`config.mk`:
```
export PLATFORM = sky130hd
export DESIGN_NAME = tile_spawner
export DESIGN_NICKNAME = d
export VERILOG_FILES = /design/src/rtl/tile_spawner.sv
export SDC_FILE = /design/constraint.sdc
export NUM_CORES = 1
export LEC_CHECK = 0
export BUFFER_PORTS_ARGS = -buffer_cell sky130_fd_sc_hd__buf_2
export CORE_UTILIZATION = 41
export DETAILED_ROUTE_END_ITERATION = 6
export PLACE_DENSITY = 0.79
export REMOVE_ABC_BUFFERS = 1
export SLEW_MARGIN = 20
export SYNTH_ARGS = -nofsm -noshare
export SYNTH_HDL_FRONTEND = slang
export SYNTH_SLANG_ARGS = --single-unit
```
`constraint.sdc`:
```
create_clock -name clk -period 3.21 [get_ports clk]
set_input_delay 0.1605 -clock clk [delete_from_list [all_inputs] [get_ports clk]]
set_output_delay 0.1605 -clock clk [all_outputs]
set_load 0.03 [all_outputs]
```
`src/rtl/tile_spawner.sv`:
```
// tile_spawner: places one new tile (exponent 1, or 2 with TILE_FOUR_EN defined)
// into a random empty cell of a 4x4 board, probing forward from a random start.
// Ports: clk, rst (async, active-high); spawn_req, board[63:0], rand_in[31:0] in;
// busy, board_we, board_wr_idx[3:0], board_wr_val[3:0], spawn_done, board_full out.
// Optional build macro: TILE_FOUR_EN (enables the exponent-2 tile).
module tile_spawner (
    input  logic        clk,
    input  logic        rst,
    input  logic        spawn_req,
    input  logic [63:0] board,
    input  logic [31:0] rand_in,
    output logic        busy,
    output logic        board_we,
    output logic [3:0]  board_wr_idx,
    output logic [3:0]  board_wr_val,
    output logic        spawn_done,
    output logic        board_full
);

    localparam logic [1:0] S_IDLE  = 2'd0;
    localparam logic [1:0] S_SCAN  = 2'd1;
    localparam logic [1:0] S_WRITE = 2'd2;
    localparam logic [1:0] S_FULL  = 2'd3;

    logic [1:0]  state;
    logic [15:0] board_empty;
    logic [15:0] empty_mask;
    logic [3:0]  idx;
    logic [3:0]  skip_cnt;
    logic [3:0]  tile_val;
    logic        unused_bits;

    always_comb begin
        board_empty = '0;
        for (int i = 0; i < 16; i++) begin
            board_empty[i] = (board[4*i +: 4] == 4'd0);
        end
    end

`ifdef TILE_FOUR_EN
    logic [3:0] val_sel;

    always_ff @(posedge clk or posedge rst) begin
        if (rst) begin
            val_sel <= 4'd0;
        end else if (state == S_IDLE && spawn_req) begin
            val_sel <= rand_in[11:8];
        end
    end

    assign tile_val    = (val_sel == 4'd0) ? 4'd2 : 4'd1;
    assign unused_bits = ^{rand_in[31:12], rand_in[7:4]};
`else
    assign tile_val    = 4'd1;
    assign unused_bits = ^{rand_in[31:12], rand_in[11:4]};
`endif

    assign busy       = (state != S_IDLE);
    assign board_we   = (state == S_WRITE);
    assign spawn_done = (state == S_WRITE) || (state == S_FULL);

    // The empty test uses the mask captured at acceptance, so the FULL
    // verdict is taken in the first SCAN cycle and never probes a cell.
    always_ff @(posedge clk or posedge rst) begin
        if (rst) begin
            state        <= S_IDLE;
            empty_mask   <= '0;
            idx          <= 4'd0;
            skip_cnt     <= 4'd0;
            board_wr_idx <= 4'd0;
            board_wr_val <= 4'd0;
            board_full   <= 1'b0;
        end else begin
            case (state)
                S_IDLE: begin
                    if (spawn_req) begin
                        empty_mask <= board_empty;
                        idx        <= rand_in[3:0];
                        skip_cnt   <= 4'd0;
                        state      <= S_SCAN;
                    end
                end
                S_SCAN: begin
                    if (empty_mask == 16'd0) begin
                        board_full <= 1'b1;
                        state      <= S_FULL;
                    end else if (empty_mask[idx]) begin
                        board_wr_idx <= idx;
                        board_wr_val <= tile_val;
                        board_full   <= 1'b0;
                        state        <= S_WRITE;
                    end else if (skip_cnt != 4'd15) begin
                        idx      <= idx + 4'd1;
                        skip_cnt <= skip_cnt + 4'd1;
                    end else begin
                        // Unreachable with a non-empty mask; bail out
                        // rather than wrap the skip counter.
                        board_full <= 1'b1;
                        state      <= S_FULL;
                    end
                end
                S_WRITE: state <= S_IDLE;
                S_FULL:  state <= S_IDLE;
                default: state <= S_IDLE;
            endcase
        end
    end

endmodule
```
Yosys cells after proc, flatten, opt, wreduce, memory -nomap -nowiden
Cells that the tools add are included.
Word-level totals
  flip-flop bits (word level): 32
  ROM bits: 0
  bits in writable memories: 0
  memories: 0
  bits in latches: 0
  logic and storage cells: 68
Operators by class
  multipliers: 0
  bitwise gates (word level): 1
  equal/unequal tests: 10
  shift operators: 0
  add/subtract/negate cells: 2
  multiplexer cells: 20
  reductions and logical operators: 27
  order comparisons: 1
  divide/modulo/power cells: 0
Operators with widths (count)
  $logic_not A4 Y1: 16
  $mux W4: 8
  $logic_not A16 Y1: 1
  $pmux W4 S2: 2
  $add A4 B1 Y4 const B: 2
  $mux W2: 4
  $ne A2 B2 Y1 const B: 4
  $ne A4 B4 Y1 const B: 2
  $pmux W2 S3: 1
  $reduce_and A2 Y1: 3
  $lt A4 B5 Y1 const B: 1
  $reduce_and A5 Y1: 1
  $bmux W1 S4: 1
  $eq A2 B2 Y1 const B: 2
  $mux W1: 4
  $reduce_bool A2 Y1: 2
  $ne A3 B3 Y1 const B: 1
  $reduce_and A3 Y1: 1
  $eq A2 B1 Y1 const B: 1
  $logic_not A2 Y1: 1
  $reduce_or A2 Y1: 1
  $logic_or A1 B1 Y1: 1
  $not A1 Y1: 1

Longest topological paths before layout
  word-level depth: 5
  depth in mapped cells: 7

Least setup slack after synthesis
Ideal clock, no wire load.
  path kind: flip-flop to flip-flop
  from: reg idx[1]
  to: reg skip_cnt[2]
  path buffers: 2
  setup slack: 0.738 ns
  data required time: 3.146 ns
  data arrival time: 2.408 ns
  cell stages (with the launch flop): 8
  cell sequence: dfrtp_1 > buf_6 > mux4_2 > mux4_2 > or4_1 > buf_2 > nor3b_2 > a21o_1
Between the ends
  longest elaborated chain between the ends: 4
Ends and longest elaborated chain
  start: declaration: line 28  | logic [3:0] idx;
  start signal: assignment: line 78  | idx <= rand_in[3:0];
  start signal: assignment: line 93  | idx <= idx + 4'd1;
  $bmux W1 S4: line 87  | end else if (empty_mask[idx]) begin
  $mux W1 (not written as such): line 87
  $ne A2 B2 Y1 (no line)
  $reduce_and A5 Y1 (no line)
  end signal: assignment: line 94  | skip_cnt <= skip_cnt + 4'd1;
  end: declaration: line 29  | logic [3:0] skip_cnt;
No other way between the ends. The select of a mux whose other input is x is not followed.
A chain may end at the register's enable or synchronous reset.

Final worst setup path
Same ends and word-level chain as after synthesis.

==> qor.tcl <==
set qor(status) {completed}
set qor(die_area_um2) 4200
set qor(netlist-cell-type-count) 31
set qor(critical_path_peak_fanout) 10
set qor(final_layout_size_suffix_gt1_frac) 0.397
set qor(hpwl_um) 2650
set qor(synth.top_cells.by_area) {sky130_fd_sc_hd__dfrtp_1, sky130_fd_sc_hd__or4_1, sky130_fd_sc_hd__mux4_2}
set qor(cp_cell_sequence) {mux4_2 -> mux4_2 -> o41ai_4 -> o21ai_1 -> a21o_1}
set qor(number_of_enable_type_register_cells_in_the_synthesized_netlist) 0
set qor(num-fill-cells) 348
set qor(routed-via-count) 1443
set qor(slowest_stage) {sky130_fd_sc_hd__o41ai_4}
set qor(hold_viol_final) 0
set qor(maximum_clock_frequency_mhz) 364
set qor(critical-path-top-cell-by-count) {sky130_fd_sc_hd__mux4_2}
set qor(synthesis.instances) 155
set qor(synth-seq-area-share) 0.495
set qor(dominantRegCellSynth) {sky130_fd_sc_hd__dfrtp_1}
set qor(final_net_count) 337
set qor(grt_first_pass_wirelength_um) 5590
set qor(hold_buffers) 1
set qor(clockRootBuffer) {sky130_fd_sc_hd__clkbuf_8}
set qor(syn-mean-instance-area_um2) 10.4
set qor(num_rows) 22
set qor(p_leak_nw) 1.03
set qor(cts_max_level) 2
set qor(die-height_um) 64.8
set qor(timing_worst_setup_path_type) {flip-flop to flip-flop}
set qor(timing.clock.skew_ns) 0.00250
set qor(tritoncts.num_buffers) 5
set qor(yosys_register_bits) 32
set qor(grt_max_degree) 33
set qor(cp.buffers_inverters) 0
set qor(cts.sinks) 32
set qor(critPathRequiredTime_ns) 3.39
set qor(timing.critical_path.arrival_ns) 2.93
set qor(post_synth_top_cells) {sky130_fd_sc_hd__dfrtp_1, sky130_fd_sc_hd__nand2_1, sky130_fd_sc_hd__o21ai_0}
set qor(detail_route.vias_per_cell) 5.06
set qor(critical_path.startpoint_type) {flip-flop}
set qor(die-width_um) 64.8
set qor(wl_um) 3410
set qor(maxSlewHeadroom) 0.520
set qor(drt.antenna.violating_nets) 0
set qor(number_of_drc_markers_in_iteration_0) 35
set qor(drv.max_cap_violation_count) 0
set qor(synth_largest_type_area_fraction) 0.495
set qor(cts_tree) {yes}
set qor(global_route.usage.total) 0.180
set qor(detail_route.wl_per_cell_um) 12.0
set qor(worst_pin_slew_ns) 0.718
set qor(number_of_global_route_vias_before_repair) 1308
set qor(port_buffers) 79
set qor(rsz_0062_raised_after_global_routing) {false}
set qor(max-clock-path-buffers) 2
set qor(report.final.setup_viol) 0
set qor(path_clk_slew_ns) 0.06
set qor(power_density_nw_per_um2) 799
set qor(cts_resized) 0
set qor(yosysWarningCount) 0
set qor(worst_ir_drop_vdd_v) 0.000319
set qor(antenna-diode-count) 0
set qor(gr-total-overflow) 0
set qor(finalMaxSlewViolations) 0
set qor(synth_top_cell_by_area) {sky130_fd_sc_hd__dfrtp_1}
set qor(top_cell_family_by_delay_on_the_critical_path) {multiplexers}
set qor(placeableCoreArea_um2) 3720
set qor(cp_max_stage_delay_ns) 0.64
set qor(drt_first_pass_iters) 4
set qor(initial_antenna_violation_count) 0
set qor(start_util) 0.435
set qor(finalSetupTns_ns) 0
set qor(end_kind) {flip-flop}
set qor(design.portCount) 111
set qor(mappedNetlistArea_um2) 1620
set qor(cts_setup_buffers) 0
set qor(finish.cell_count_without_fillers) 285
set qor(clk-insertion-delay-late_ns) 0.28
set qor(async_flop_share) 1.00
set qor(layout_worst_path_cycle_share) 0.857
set qor(hold_class) {input pin to flip-flop}
set qor(syn_to_final_growth_pct) 32.2
set qor(drt_drc_violations_left) 0
set qor(numPlacedInstances) 276
set qor(fin_crit_ns) 2.75
set qor(routabilityCongestion) 0.734
set qor(synthMostInstantiatedCell) {sky130_fd_sc_hd__dfrtp_1}
path summary, 6_finish.rpt:
check | slack, ns | cells after the start | startpoint | endpoint
worst max-delay path | 0.46 | 5 | idx[1] | skip_cnt[2]
worst min-delay path | 0.13 | 3 | board[50] | empty_mask[12]
worst max register to register | 0.46 | 5 | idx[1] | skip_cnt[2]
worst min register to register | 0.47 | 1 | board_wr_val[0] | board_wr_val[0]
max in group asynchronous | 2.42 | 4 | rst | idx[0]
min in group asynchronous | 0.50 | 4 | rst | empty_mask[5]
state kept, by name, summed over array words and instances (netlist names):
register,count
idx,4
state,2
board_full,1
skip_cnt,4
board_wr_idx,4
board_wr_val,1
empty_mask,16
final cells by class:
type                            instances  area [um^2]  share of cell area
Tap cell                               48         60.1              0.0281
Sequential cell                        32          801               0.375
Inverter                                2         7.51             0.00351
Clock buffer                            8         90.1              0.0422
Timing Repair Buffer                   82          420               0.197
Multi-Input combinational cell        113          758               0.355
kinds of logic after synthesis:
family,synth area share
AND/OR/NAND/NOR,0.219
other,0.00232
AO/OA/AOI/OAI,0.124
adder cells (fa/ha/maj),0.0155
buffers and inverters,0.0402
flip-flops,0.495
multiplexers,0.104
where the power goes:
| part | internal (mW) | switching, mW | total (mW) |
|---|---|---|---|
| Clock | 0.175 | 0.139 | 0.313 |
| Sequential | 0.535 | 0.129 | 0.663 |
| Combinational | 0.303 | 0.427 | 0.731 |
cell usage in the layout, fill, tap and decap left out, drive strengths merged:
cell and count:
buf 81, a31oi 1, a21oi 4, mux4 5, conb 3, and4 1, a21o 1, or4 17
nand2 24, nor2 6, nor3 1, o41ai 1, inv 2, nor2b 2, dlygate4sd3 1, o211ai 1
mux2i 1, o21ai 22, mux2 4, ha 2, and3 1, dfrtp 32, nand3 5, nor3b 1
nor4 4, nand2b 3, clkbuf 8, o22ai 1, o21a 2
layer usage:
metal / track usage / vias to the layer above / share of wire
met2: 0.311 / 60 / 0.49
met5: 0 / - / 0
met3: 0.0634 / 7 / 0.067
met4: 0.0750 / 0 / 0.016
li1: - / 724 / -
met1: 0.200 / 652 / 0.43
worst register-to-register path, stage by stage (launching register included):
cell and delay [ns]:
sky130_fd_sc_hd__dfrtp_1 0.56, sky130_fd_sc_hd__mux4_2 0.57, sky130_fd_sc_hd__mux4_2 0.54, sky130_fd_sc_hd__o41ai_4 0.64, sky130_fd_sc_hd__o21ai_1 0.14, sky130_fd_sc_hd__a21o_1 0.20
metrics by stage:
stage / power, mW / hold WS [ns] / instance area, um^2 / setup WS, ns / utilization
floorplan: 1.18 / 0.277 / 1570 / 0.676 / -
global placement: 1.38 / 0.265 / 2040 / 0.513 / 0.548
detailed placement: 1.40 / 0.267 / 2040 / 0.448 / 0.548
CTS: 1.72 / 0.125 / 2140 / 0.438 / 0.575
global route: 1.83 / 0.128 / 2140 / 0.367 / 0.575
finish: 1.71 / 0.130 / 2140 / 0.460 / 0.575
Power figures use the tool's default switching activity.
